<file path="src/rtl/layer_sequencer_pkg.sv">
// Shared types and width helpers for the layer sequencer and its
// pre-activation datapath.
package layer_sequencer_pkg;

  typedef enum logic [1:0] {
    IDLE    = 2'd0,
    FETCH   = 2'd1,
    CAPTURE = 2'd2,
    EMIT    = 2'd3
  } seq_state_t;

  // Full-precision width of an N-term dot product plus a bias term.
  function automatic int acc_width(input int n, input int dataWidth);
    return 2 * dataWidth + $clog2(n);
  endfunction

endpackage

</file>
<file path="src/rtl/layer_sequencer_preact.sv">
// Combinational pre-activation: signed dot(x, w) plus sign-extended bias,
// computed at full precision.
module PreActivation
  import layer_sequencer_pkg::*;
#(
  parameter int N          = 4,
  parameter int DATA_WIDTH = 8,
  parameter int ACC_WIDTH  = acc_width(N, DATA_WIDTH)
) (
  input  logic [N*DATA_WIDTH-1:0] x_i,
  input  logic [N*DATA_WIDTH-1:0] w_i,
  input  logic [DATA_WIDTH-1:0]   b_i,
  output logic [ACC_WIDTH-1:0]    pre_o
);

  logic signed [2*DATA_WIDTH-1:0] prod;
  logic signed [ACC_WIDTH-1:0]    acc;

  always_comb begin
    prod = '0;
    acc  = ACC_WIDTH'(signed'(b_i));
    for (int i = 0; i < N; i++) begin
      prod = signed'(x_i[i*DATA_WIDTH +: DATA_WIDTH]) * signed'(w_i[i*DATA_WIDTH +: DATA_WIDTH]);
      acc  = acc + ACC_WIDTH'(prod);
    end
  end

  assign pre_o = acc;

endmodule

</file>
<file path="src/rtl/layer_sequencer.sv">
// Sequences one fully-connected layer: latch x, then fetch/compute/emit one
// neuron at a time through a shared PreActivation datapath.
module layer_sequencer
  import layer_sequencer_pkg::*;
#(
  parameter int N          = 4,
  parameter int DATA_WIDTH = 8,
  parameter int M          = 8,
  parameter int ACC_WIDTH  = acc_width(N, DATA_WIDTH),
  parameter int IDX_WIDTH  = (M > 1) ? $clog2(M) : 1
) (
  input  logic                    clk,
  input  logic                    rst_n,
  input  logic                    abort,
  input  logic                    in_valid,
  output logic                    in_ready,
  input  logic [N*DATA_WIDTH-1:0] in_x,
  output logic                    w_req,
  output logic [IDX_WIDTH-1:0]    w_addr,
  input  logic [N*DATA_WIDTH-1:0] w_rdata,
  input  logic [DATA_WIDTH-1:0]   b_rdata,
  output logic                    out_valid,
  input  logic                    out_ready,
  output logic [ACC_WIDTH-1:0]    out_pre,
  output logic [IDX_WIDTH-1:0]    out_idx,
  output logic                    out_last,
  output logic                    busy
);

  localparam logic [IDX_WIDTH-1:0] LAST_IDX = IDX_WIDTH'(M - 1);

  seq_state_t                  state_q, state_d;
  logic [IDX_WIDTH-1:0]        idx_q, idx_d;
  logic [N*DATA_WIDTH-1:0]     x_q, x_d;
  logic [ACC_WIDTH-1:0]        pre_q;
  logic [IDX_WIDTH-1:0]        outIdx_q;
  logic                        outLast_q;
  logic                        capture;
  logic [ACC_WIDTH-1:0]        preW;

  PreActivation #(
    .N          (N),
    .DATA_WIDTH (DATA_WIDTH),
    .ACC_WIDTH  (ACC_WIDTH)
  ) u_pre (
    .x_i   (x_q),
    .w_i   (w_rdata),
    .b_i   (b_rdata),
    .pre_o (preW)
  );

  always_comb begin
    state_d = state_q;
    idx_d   = idx_q;
    x_d     = x_q;
    capture = 1'b0;
    unique case (state_q)
      IDLE: begin
        if (in_valid) begin
          x_d     = in_x;
          idx_d   = '0;
          state_d = FETCH;
        end
      end
      FETCH:   state_d = CAPTURE;
      CAPTURE: begin
        capture = 1'b1;
        state_d = EMIT;
      end
      EMIT: begin
        if (out_ready) begin
          if (idx_q == LAST_IDX) begin
            idx_d   = '0;
            state_d = IDLE;
          end else begin
            idx_d   = idx_q + IDX_WIDTH'(1);
            state_d = FETCH;
          end
        end
      end
      default: state_d = IDLE;
    endcase
    // Abort wins over everything, including an x offered while idle.
    if (abort) begin
      state_d = IDLE;
      idx_d   = '0;
      x_d     = x_q;
      capture = 1'b0;
    end
  end

  always_ff @(posedge clk or negedge rst_n) begin
    if (!rst_n) begin
      state_q   <= IDLE;
      idx_q     <= '0;
      x_q       <= '0;
      pre_q     <= '0;
      outIdx_q  <= '0;
      outLast_q <= 1'b0;
    end else begin
      state_q <= state_d;
      idx_q   <= idx_d;
      x_q     <= x_d;
      if (capture) begin
        pre_q     <= preW;
        outIdx_q  <= idx_q;
        outLast_q <= (idx_q == LAST_IDX);
      end
    end
  end

  assign in_ready  = (state_q == IDLE);
  assign busy      = (state_q != IDLE);
  assign w_req     = (state_q == FETCH);
  assign w_addr    = idx_q;
  assign out_valid = (state_q == EMIT);
  assign out_pre   = pre_q;
  assign out_idx   = outIdx_q;
  assign out_last  = outLast_q;

endmodule

</file>
<file path="config.mk">
export PLATFORM = sky130hd
export DESIGN_NAME = layer_sequencer
export DESIGN_NICKNAME = d
export VERILOG_FILES = /design/src/rtl/layer_sequencer_pkg.sv /design/src/rtl/layer_sequencer_preact.sv /design/src/rtl/layer_sequencer.sv
export SDC_FILE = /design/constraint.sdc
export NUM_CORES = 1
export LEC_CHECK = 0
export CORE_MARGIN = 2
export CORE_UTILIZATION = 57
export CTS_CLUSTER_SIZE = 25
export DETAILED_ROUTE_END_ITERATION = 16
export GPL_TIMING_DRIVEN = 0
export PLACE_DENSITY = 0.88
export SYNTH_ARGS = -nofsm -noshare
export SYNTH_HDL_FRONTEND = slang
export SYNTH_SLANG_ARGS = --single-unit
</file>
<file path="constraint.sdc">
create_clock -name clk -period 8.6 [get_ports clk]
set_input_delay 1.72 -clock clk [delete_from_list [all_inputs] [get_ports clk]]
set_output_delay 1.72 -clock clk [all_outputs]
set_load 0.1 [all_outputs]
</file>
# Word level (Yosys, flattened, before mapping)
# Cells that the tools add are included.
# totals
out_inout_bits	29
register_bits	59
wordCells	40
input_bits	77
# op_classes
muxes	12
n_addsub	5
n_bitwise	1
reduce_logical	6
eq_ne	6
n_mul	4
# op_table
cell	count
$mul 8x8->16	4
$add 18x16->18	2
$add 17x16->18	1
$add 8x16->17	1
$mux 3	4
$pmux 2 s4	1
$mux 2	3
$pmux 3 s2	1
$reduce_and 3->1	2
$eq 2x2->1 const B	2
$add 3x1->3 const B	1
$eq 3x3->1 const B	1
$mux 1	3
$ne 3x2->1 const B	1
$ne 3x3->1 const B	1
$reduce_bool 3->1	1
$eq 2x1->1 const B	1
$logic_not 2->1	1
$reduce_and 2->1	1
$reduce_bool 2->1	1
$not 1->1	1

# Longest topological paths before layout
# Gate-level depths: netlist (run 1).
# depth
depth_word	5
depth_mapped	25
ltp_nobuf	25

# Cells and area by module
# Synthesis (run 1) repeated with hierarchy kept, for this count alone.
# hier_totals
cells_unflattened	1265
hier_area_um2	13376.6
# modules_own_cells
mod	cells_each	seq_area_each_um2	area_per_inst_um2	instances
PreActivation	1111	0.0	10950.5	1
layer_sequencer	154	1476.4	2426.1	1

# Worst setup path before layout (run 1)
# No wires, ideal clock.
# synth_timing
path_kind	input to register
start	in w_rdata[24]
end	reg pre_q[17], in the netlist out_pre[17]
t_arrival_ns	7.470
required_time_ns	8.471
setup_ns	0.129
path_slack_ns	1.001
path_buffers	0
stages	23
cell_sequence	and2_1 > fa_1 > inv_1 > fa_1 > inv_1 > fa_1 > inv_1 > fa_1 > inv_1 > fa_1 > fa_1 > fa_1 > inv_1 > fa_1 > inv_1 > ha_1 > o21ai_0 > a21oi_2 > a31oi_2 > a21oi_2 > a311oi_2 > xnor2_1 > o21ai_1
# synth_between
elab_chain_cells	2
# synth_lines
item	line_no	text
start, declared	layer_sequencer.sv:20	input logic [N*DATA_WIDTH-1:0] w_rdata,
$mul 8x8->16	layer_sequencer_preact.sv:23	prod = signed'(x_i[i*DATA_WIDTH +: DATA_WIDTH]) * signed'(w_i[i*DATA_WIDTH +: DATA_WIDTH]);
$add 18x16->18	layer_sequencer_preact.sv:24	acc = acc + ACC_WIDTH'(prod);
end signal, assigned	layer_sequencer.sv:105	pre_q <= preW;
end, declared	layer_sequencer.sv:35	logic [ACC_WIDTH-1:0] pre_q;
# No other way between the ends.
# A chain may end at the register's enable or synchronous reset.

# Final worst setup path (run 1)
# layout_timing
start	in w_rdata[1]
end	reg pre_q[17], in the netlist out_pre[17]
# layout_between
elab_chain_cells	5
# layout_lines
item	line_no
$mul 8x8->16	layer_sequencer_preact.sv:23
$add 8x16->17	layer_sequencer_preact.sv:24
$add 17x16->18	layer_sequencer_preact.sv:24
$add 18x16->18 (2 in series)	layer_sequencer_preact.sv:24
# No other way between the ends.

==> out/qor.yml, run 1 <==
cp_max_fo: 8
die_x_um: 158
viasPerCell: 5.27
rsz0062_at_grt: "false"
critical_path.startpoint_type: "primary input"
startpoint: "w_rdata[1]"
insertion_delay_ns: 0.35
finalSetupViolCount: 0
cts-hold-fix-buffers: 0
dieArea_sq_um: 24900
post_route_cells_drive_above_1_share: 0.0497
grt_pass1_vias: 10838
ant_nets: 0
cts_buffers: 9
yosys_warnings: 0
relSlewSlack: 0.334
cts_max_path_buffers: 2
postLayoutCoreUtil: 0.654
worst_slew_pin_slew_ns: 0.997
initial_core_util: 0.578
synthFlopType: "dfrtp_1"
antenna_found_initial: 0
holdCritStartpoint: "out_pre[5]"
cpPeakStageDelay_ns: 0.64
ctsResizeCount: 0
grt-ovfl-total: 0
synth_top_cell_area_share: 0.485
post-place-ws_ns: -0.307
cap_violations: 0
synth_area_leader_cell: "fa_1"
fin_crit_sh: 0.971
fin_nets: 1947
status: "finished, final reports clean"
cp.required_ns: 8.82
syn_avg_cell_area_sq_um: 10.2
synthTopCellsByArea: "fa_1, inv_1, dfrtp_1"
filler_cell_count: 1676
worst-setup-path-type: "primary input to register"
track_usage: 0.273
place.gp.congestion: 0.860
coreArea_sq_um: 23300
ys_seq_area_frac: 0.109
synth.distinct_cells: 44
syn-cell-area_sq_um: 13500
slew_viol_final: 0
tritoncts: "yes"
holdWs_ns: 0.481
cp.arrival_ns: 8.57
dieHeight_um: 158
layout_min_cycle_time_ns: 8.35
drcViolationCount: 0
ys_seq_elements: 59
drtIter0Drc: 592
post_cts.repair.setup_buffers: 0
hold_viol: 0
max_freq_mhz: 120
grt_max_degree: 33
reg2reg_from: "x_q[23]"
clkSlewWorstSetupHoldPaths_ns: 0.06
n_antenna_cell: 0
wl_per_cell_um: 17.2
routed_wl_um: 30400
fp-row-count: 56
synth_edf_count: 0
hp-class: "register to register"
dpl.hpwl_um: 26300
cpMaxStageDelayCell: "clkdlybuf4s50_1"
syn2layout_area_growth_pct: 13.1
setup_ws_ns: 0.252
layout_commonest_cell: "inv_1"
syn-num-nets: 1833
grt_pass1_wl_um: 51800
cp-end-kind: "register"
firstDrtPassIters: 5
clock-skew-final_ns: 0.00929
netlist_instances: 1329
clock-sinks: 59
htree_levels: 3
synthArstFlopShare: 1.00
ios: 106
cpMostUsedCell: "fa_1"
crit_chain: "clkdlybuf4s50_1 -> and2_1 -> fa_1 -> inv_1 -> fa_1 -> fa_1 -> fa_1 -> fa_1 -> fa_1 -> fa_1 -> fa_1 -> inv_1 -> ha_1 -> nor3_1 -> o211ai_2 -> a31oi_2 -> a21oi_2 -> a311oi_2 -> xnor2_1 -> o21ai_1"
mostFrequentLayoutCells: "inv_1, fa_1, and2_1"
vias: 9307
place.port_buffers: 102
clockRootBuffer: "clkbuf_16"
layer usage:
metal,routed length (um),global-route usage,vias up,part of all wire
met5,0,0,-,0
li1,-,-,4052,-
met2,15800,0.472,375,0.52
met3,1820,0.0370,106,0.060
met1,11100,0.331,4774,0.36
met4,1790,0.153,0,0.059
cell usage after synthesis (2+ instances only):
master / count
a21o_1: 2
fa_1: 327
ha_1: 100
buf_2: 4
xor2_1: 6
a21oi_2: 3
a21oi_1: 7
nor3b_1: 2
nand2_1: 119
nor4b_1: 2
o41ai_1: 2
nor3_1: 6
nand2b_1: 15
mux2_2: 36
buf_1: 2
mux2_1: 7
dfrtp_1: 59
nor2b_1: 13
clkbuf_1: 12
nor2_1: 16
o21ai_0: 21
o21ai_1: 3
and2_1: 123
xnor2_1: 23
inv_1: 400
critical path, delay by kind of cell:
kind / cells / cell delay [ns]
xor gates and xnor gates: 1 / 0.17
and+or+nand+nor: 2 / 0.63
AOI/OAI and AO/OA: 5 / 0.94
adders and majority gates: 9 / 4.34
buffers and inverters: 3 / 0.77
metrics by stage:
step	instances	TNS, ns	instance area, sq um
after floorplan	1329	0	13500
after global placement	1750	-0.173	14900
after detailed placement	1751	-0.718	14900
after CTS	1767	0	15200
after global routing	1767	0	15300
final	1767	0	15300
registers in the layout (all words and copies together) (netlist names):
| register | cells |
|---|---|
| out_idx | 3 |
| x_q | 32 |
| out_pre | 18 |
| w_addr | 3 |
| out_last | 1 |
| state_q | 2 |
final timing paths:
check	to	depth (start not counted)	slack [ns]
worst max register to register	out_pre[16]	23	1.32
min in group asynchronous	out_pre[4]	1	1.41
worst max-delay path	out_pre[17]	20	0.25
max in group asynchronous	x_q[22]	2	6.57
worst min-delay path	out_pre[5]	2	0.48
worst min register to register	out_pre[5]	2	0.48
cell families (layout without fill, tap and decap cells):
| group | after synthesis | count (layout) | share of synthesized area |
|---|---|---|---|
| flops | 59 | 59 | 0.109 |
| buf+inv | 418 | 537 | 0.117 |
| compound gates | 53 | 53 | 0.0268 |
| mux | 44 | 44 | 0.0366 |
| fa+ha+maj | 427 | 427 | 0.578 |
| xor+xnor | 29 | 29 | 0.0188 |
| simple gates | 299 | 299 | 0.114 |
layout make-up:
class / instances / area (sq um) / area share
sequential: 59 / 1480 / 0.0967
clock inverter: 7 / 76.3 / 0.00500
multi-input combinational: 852 / 10400 / 0.685
inverter: 400 / 1500 / 0.0984
timing repair buffer: 103 / 1060 / 0.0697
clock buffer: 9 / 225 / 0.0148
tap: 319 / 399 / 0.0262
buffer: 18 / 72.6 / 0.00475
Power of run 1 is left out: the tool's default activity adds up to more than one toggle a clock period on the data nets, which glitch-free logic cannot reach.
==> inputs of run 2 (changes only) <==
--- a/config.mk
+++ b/config.mk
@@ -5,12 +5,13 @@
 export SDC_FILE = /design/constraint.sdc
 export NUM_CORES = 1
 export LEC_CHECK = 0
+export CAP_MARGIN = 20
 export CORE_MARGIN = 2
 export CORE_UTILIZATION = 57
 export CTS_CLUSTER_SIZE = 25
 export DETAILED_ROUTE_END_ITERATION = 16
 export GPL_TIMING_DRIVEN = 0
-export PLACE_DENSITY = 0.88
+export PLACE_DENSITY = 0.9
 export SYNTH_ARGS = -nofsm -noshare
 export SYNTH_HDL_FRONTEND = slang
 export SYNTH_SLANG_ARGS = --single-unit
==> run 2 against run 1 <==
- hold slack better by 0.0043 ns
- flip-flop and latch count stayed put
- die area stayed put
- first-iteration DRC count is 1.0% higher
- clock skew is 0.0028 ns lower
- setup slack worse by 0.023 ns
- global-route usage hardly changed
- non-clock buffer count stayed put
- routed wire length is 2.8% higher
==> out/qor.yml, run 2 (synthesis results as in run 1) <==
fp-row-count: 56
post-place-ws_ns: -0.280
slew_viol_final: 0
cts_max_path_buffers: 2
setup_ws_ns: 0.229
top_usage_layer: "met2"
syn2layout_area_growth_pct: 13.2
grt_pass1_wl_um: 51800
ant_nets: 0
routed_wl_um: 31300
layout_commonest_cell: "inv_1"
place.port_buffers: 102
critical_path.startpoint_type: "primary input"
largest_reg_flops: 32
placed_area_sq_um: 14900
antenna_found_initial: 2
wl_per_cell_um: 17.7
cp.arrival_ns: 8.60
hp-class: "register to register"
status: "finished, final reports clean"
met2_usage: 0.473
tritoncts: "yes"
grtUsageMet3: 0.0498
track_usage: 0.273
drtIter0Drc: 598
hold_viol: 0
ios: 106
clock-sinks: 59
use_met1: 0.323
r2r_slack_ns: 1.38
place.gp.congestion: 0.857
fin_area_sq_um: 15300
cp.required_ns: 8.83
finalSetupViolCount: 0
worst_slew_pin_slew_ns: 0.987
clkSlewWorstSetupHoldPaths_ns: 0.06
cap_violations: 0
grt_max_degree: 33
post_route_cells_drive_above_1_share: 0.0504
cp-end-kind: "register"
coreArea_sq_um: 23300
fin_crit_sh: 0.973
clock-skew-final_ns: 0.00650
viasPerCell: 5.33
largest-register: "x_q"
grt-ovfl-total: 0
dieArea_sq_um: 24900
drcViolationCount: 0
mostFrequentLayoutCells: "inv_1, fa_1, and2_1"
cts_buffers: 9
htree_levels: 3
layout_min_cycle_time_ns: 8.37
max_freq_mhz: 119
clockRootBuffer: "clkbuf_16"
initial_core_util: 0.578
worst-setup-path-type: "primary input to register"
cts-hold-fix-buffers: 0
dpl.hpwl_um: 26100
insertion_delay_ns: 0.36
firstDrtPassIters: 5
fin_nets: 1947
dieHeight_um: 158
cp_max_fo: 8
relSlewSlack: 0.340
grt_pass1_vias: 10825
vias: 9421
die_x_um: 158
## run 2: path summary, 6_finish.rpt
check                           start  cells past startpoint          end
max                        w_rdata[8]                     23  out_pre[17]
min                        out_pre[9]                      2   out_pre[9]
max reg2reg                   x_q[23]                     23  out_pre[16]
min reg2reg                out_pre[9]                      2   out_pre[9]
max in group asynchronous       rst_n                      2      x_q[22]
min in group asynchronous       rst_n                      1   out_pre[2]
## run 2: timing repair
item                       4_1_cts  5_1_grt
setup endpoints to repair        0        5
buffers inserted                 0        0
resized for setup                0       18
## run 2: cell type report
type,count,area [sq um]
buffer,18,72.6
fill,1651,8060
inverter,400,1500
clock inverter,7,83.8
timing repair buffer,103,1070
antenna,1,2.50
clock buffer,9,225
tap,319,399
multi-input combinational,852,10500
sequential,59,1480
## run 2: per-layer routing
layer / up-vias / part of all wire
li1: 4062 / -
met1: 4794 / 0.36
met2: 433 / 0.52
met3: 130 / 0.067
met4: 2 / 0.054
met5: - / 0.00042
## run 2: metrics by stage
stage / hold slack, ns / setup TNS [ns] / utilization / std cells
2_1_floorplan: 0.520 / 0 / - / 1329
3_3_place_gp: 0.464 / -0.157 / 0.639 / 1750
3_5_place_dp: 0.473 / -0.888 / 0.640 / 1751
4_1_cts: 0.487 / 0 / 0.653 / 1767
5_1_grt: 0.508 / -0.00581 / 0.655 / 1768
6_report: 0.485 / 0 / 0.655 / 1768
## run 2: worst max-delay path, cell delays in order
cell	delay [ns]
clkdlybuf4s50_1	0.66
nand2_2	0.21
inv_2	0.19
fa_1	0.45
fa_1	0.52
inv_1	0.05
fa_1	0.48
inv_1	0.05
fa_1	0.48
fa_1	0.61
fa_1	0.45
fa_1	0.50
inv_1	0.05
fa_1	0.49
inv_1	0.06
ha_1	0.21
nor3_1	0.27
o211ai_2	0.17
a31oi_2	0.29
a21oi_2	0.13
a311oi_2	0.30
xnor2_1	0.17
o21ai_1	0.08
Power of run 2 is left out for the same reason.
==> inputs of run 3 (changes only) <==
--- a/config.mk
+++ b/config.mk
@@ -8,8 +8,10 @@
 export CAP_MARGIN = 20
 export CORE_MARGIN = 2
 export CORE_UTILIZATION = 57
+export CTS_BUF_LIST = sky130_fd_sc_hd__clkbuf_2 sky130_fd_sc_hd__clkbuf_4 sky130_fd_sc_hd__clkbuf_8
 export CTS_CLUSTER_SIZE = 25
 export DETAILED_ROUTE_END_ITERATION = 16
+export GPL_ROUTABILITY_DRIVEN = 0
 export GPL_TIMING_DRIVEN = 0
 export PLACE_DENSITY = 0.9
 export SYNTH_ARGS = -nofsm -noshare
==> run 3 against run 2 <==
- register-to-register slack got worse by 0.04 ns
- routed wire length down 3.5%
- final cell count about the same
- clock skew grew 0.016 ns
- fmax is 0.49% higher
- die area unchanged
- hold slack improved by 0.0043 ns
- critical path depth fell by 1
- first-iteration DRC count decreased by 21%
- non-clock buffer count unchanged
- core utilization is 0.50 points lower
- critical path type unchanged
- highest routed layer unchanged
==> out/qor.yml, run 3 (synthesis results as in run 1) <==
fin_crit_sh: 0.969
regArea_sq_um: 1480
antenna_found_initial: 1
die_x_um: 158
wl_per_cell_um: 17.1
vias: 9300
worst-setup-path-type: "primary input to register"
hold_viol: 0
cp.arrival_ns: 8.60
post_cts.repair.setup_buffers: 0
max_freq_mhz: 120
fin_nets: 1947
relSlewSlack: 0.339
fp-row-count: 56
multiInputGateArea_sq_um: 10400
dieHeight_um: 158
critical_path.startpoint_type: "primary input"
coreArea_sq_um: 23300
postLayoutCoreUtil: 0.650
cts_max_path_buffers: 2
status: "finished, final reports clean"
layout_min_cycle_time_ns: 8.33
cpPeakStageDelay_ns: 0.70
cp-end-kind: "register"
slew_viol_final: 0
finalSetupViolCount: 0
drtIter0Drc: 474
reg2reg_from: "x_q[23]"
largest_reg_flops: 32
largest-register: "x_q"
cpMaxStageDelayCell: "clkdlybuf4s50_1"
tritoncts: "yes"
mostFrequentLayoutCells: "inv_1, fa_1, and2_1"
grt_pass1_vias: 10724
grt_pass1_wl_um: 50500
ant_nets: 0
n_antenna_cell: 0
cp.required_ns: 8.87
startpoint: "w_rdata[21]"
crit_chain: "clkdlybuf4s50_1 -> nand2_1 -> fa_1 -> inv_1 -> fa_1 -> inv_1 -> fa_1 -> inv_1 -> fa_1 -> fa_1 -> fa_1 -> fa_1 -> inv_1 -> fa_1 -> inv_1 -> ha_1 -> o21ai_0 -> or2_1 -> o21ai_0 -> a21oi_1 -> nor4b_1 -> a211o_1"
r2r_slack_ns: 1.34
hp-class: "register to register"
track_usage: 0.265
syn2layout_area_growth_pct: 12.4
clkSlewWorstSetupHoldPaths_ns: 0.08
holdCritStartpoint: "out_pre[9]"
grt_max_degree: 33
clock-sinks: 59
worst_slew_pin_slew_ns: 0.989
htree_levels: 3
filler_cell_count: 1689
r2r_cells: 22
cp_max_fo: 8
ios: 106
initial_core_util: 0.578
cts_buffers: 9
dpl.hpwl_um: 26100
insertion_delay_ns: 0.40
clock-skew-final_ns: 0.0224
dieArea_sq_um: 24900
drcViolationCount: 0
endpoint: "out_pre[16]"
grt-ovfl-total: 0
cpMostUsedCell: "fa_1"
place.port_buffers: 102
post_route_cells_drive_above_1_share: 0.0497
firstDrtPassIters: 5
routed_wl_um: 30200
cap_violations: 0
holdWs_ns: 0.489
reg2reg_to: "out_pre[16]"
rsz0062_at_grt: "false"
layout_commonest_cell: "inv_1"
clockRootBuffer: "clkbuf_8"
viasPerCell: 5.26
setup-tns-final_ns: 0
## run 3: cell types whose count changed in the layout (fill, tap and decap cells not counted)
cell | before | now
and2_1 | 121 | 122
and2_4 | 1 | 0
clkbuf_16 | 9 | 0
clkbuf_8 | 0 | 9
clkdlybuf4s50_1 | 89 | 93
diode_2 | 1 | 0
dlymetal6s2s_1 | 12 | 8
o21ai_0 | 21 | 20
o21ai_1 | 3 | 4
## run 3: metal layers
metal | vias to the layer above | wire length (um) | track usage | part of all wire
li1 | 4055 | - | - | -
met1 | 4756 | 10900 | 0.315 | 0.36
met5 | - | 11 | 0 | 0.00036
met4 | 2 | 1650 | 0.137 | 0.055
met2 | 377 | 15600 | 0.461 | 0.52
met3 | 110 | 1990 | 0.0490 | 0.066
## run 3: final cells by class
type	instances	share of cell area
multi-input combinational	852	0.689
inverter	400	0.0990
sequential	59	0.0974
timing repair buffer	103	0.0697
tap	319	0.0263
clock buffer	9	0.00817
clock inverter	7	0.00553
buffer	18	0.00479
## run 3: worst min path at each step
stage | endpoint | slack (ns) | depth (start not counted)
6_report | out_pre[9] | 0.49 | 2
3_5_place_dp | out_pre[6] | 0.47 | 2
5_1_grt | out_pre[6] | 0.51 | 2
2_1_floorplan | state_q[1] | 0.52 | 2
4_1_cts | out_pre[6] | 0.49 | 2
3_3_place_gp | out_pre[15] | 0.46 | 2
## run 3: worst max-delay path, delay by kind of cell
family                   cells  cell delay [ns]
adder cells (fa/ha/maj)      9             4.57
buffers and inverters        6             1.05
AO/OA/AOI/OAI                4             0.86
AND/OR/NAND/NOR              3             0.40
## run 3: stage by stage
step / worst slack, ns / instance area (sq um) / std cells
finish: 0.270 / 15200 / 1767
global route: 0.00609 / 15200 / 1767
CTS: 0.118 / 15100 / 1767
detailed placement: -0.280 / 14900 / 1751
global placement: -0.102 / 14900 / 1750
floorplan: 1.00 / 13500 / 1329
## run 3: repair_timing
item / CTS / global route
hold buffers: 0 / 0
endpoints found under the hold margin: 0 / 0
setup endpoints to repair: 0 / 4
gates resized for setup: 0 / 13
Power of run 3 is left out for the same reason.
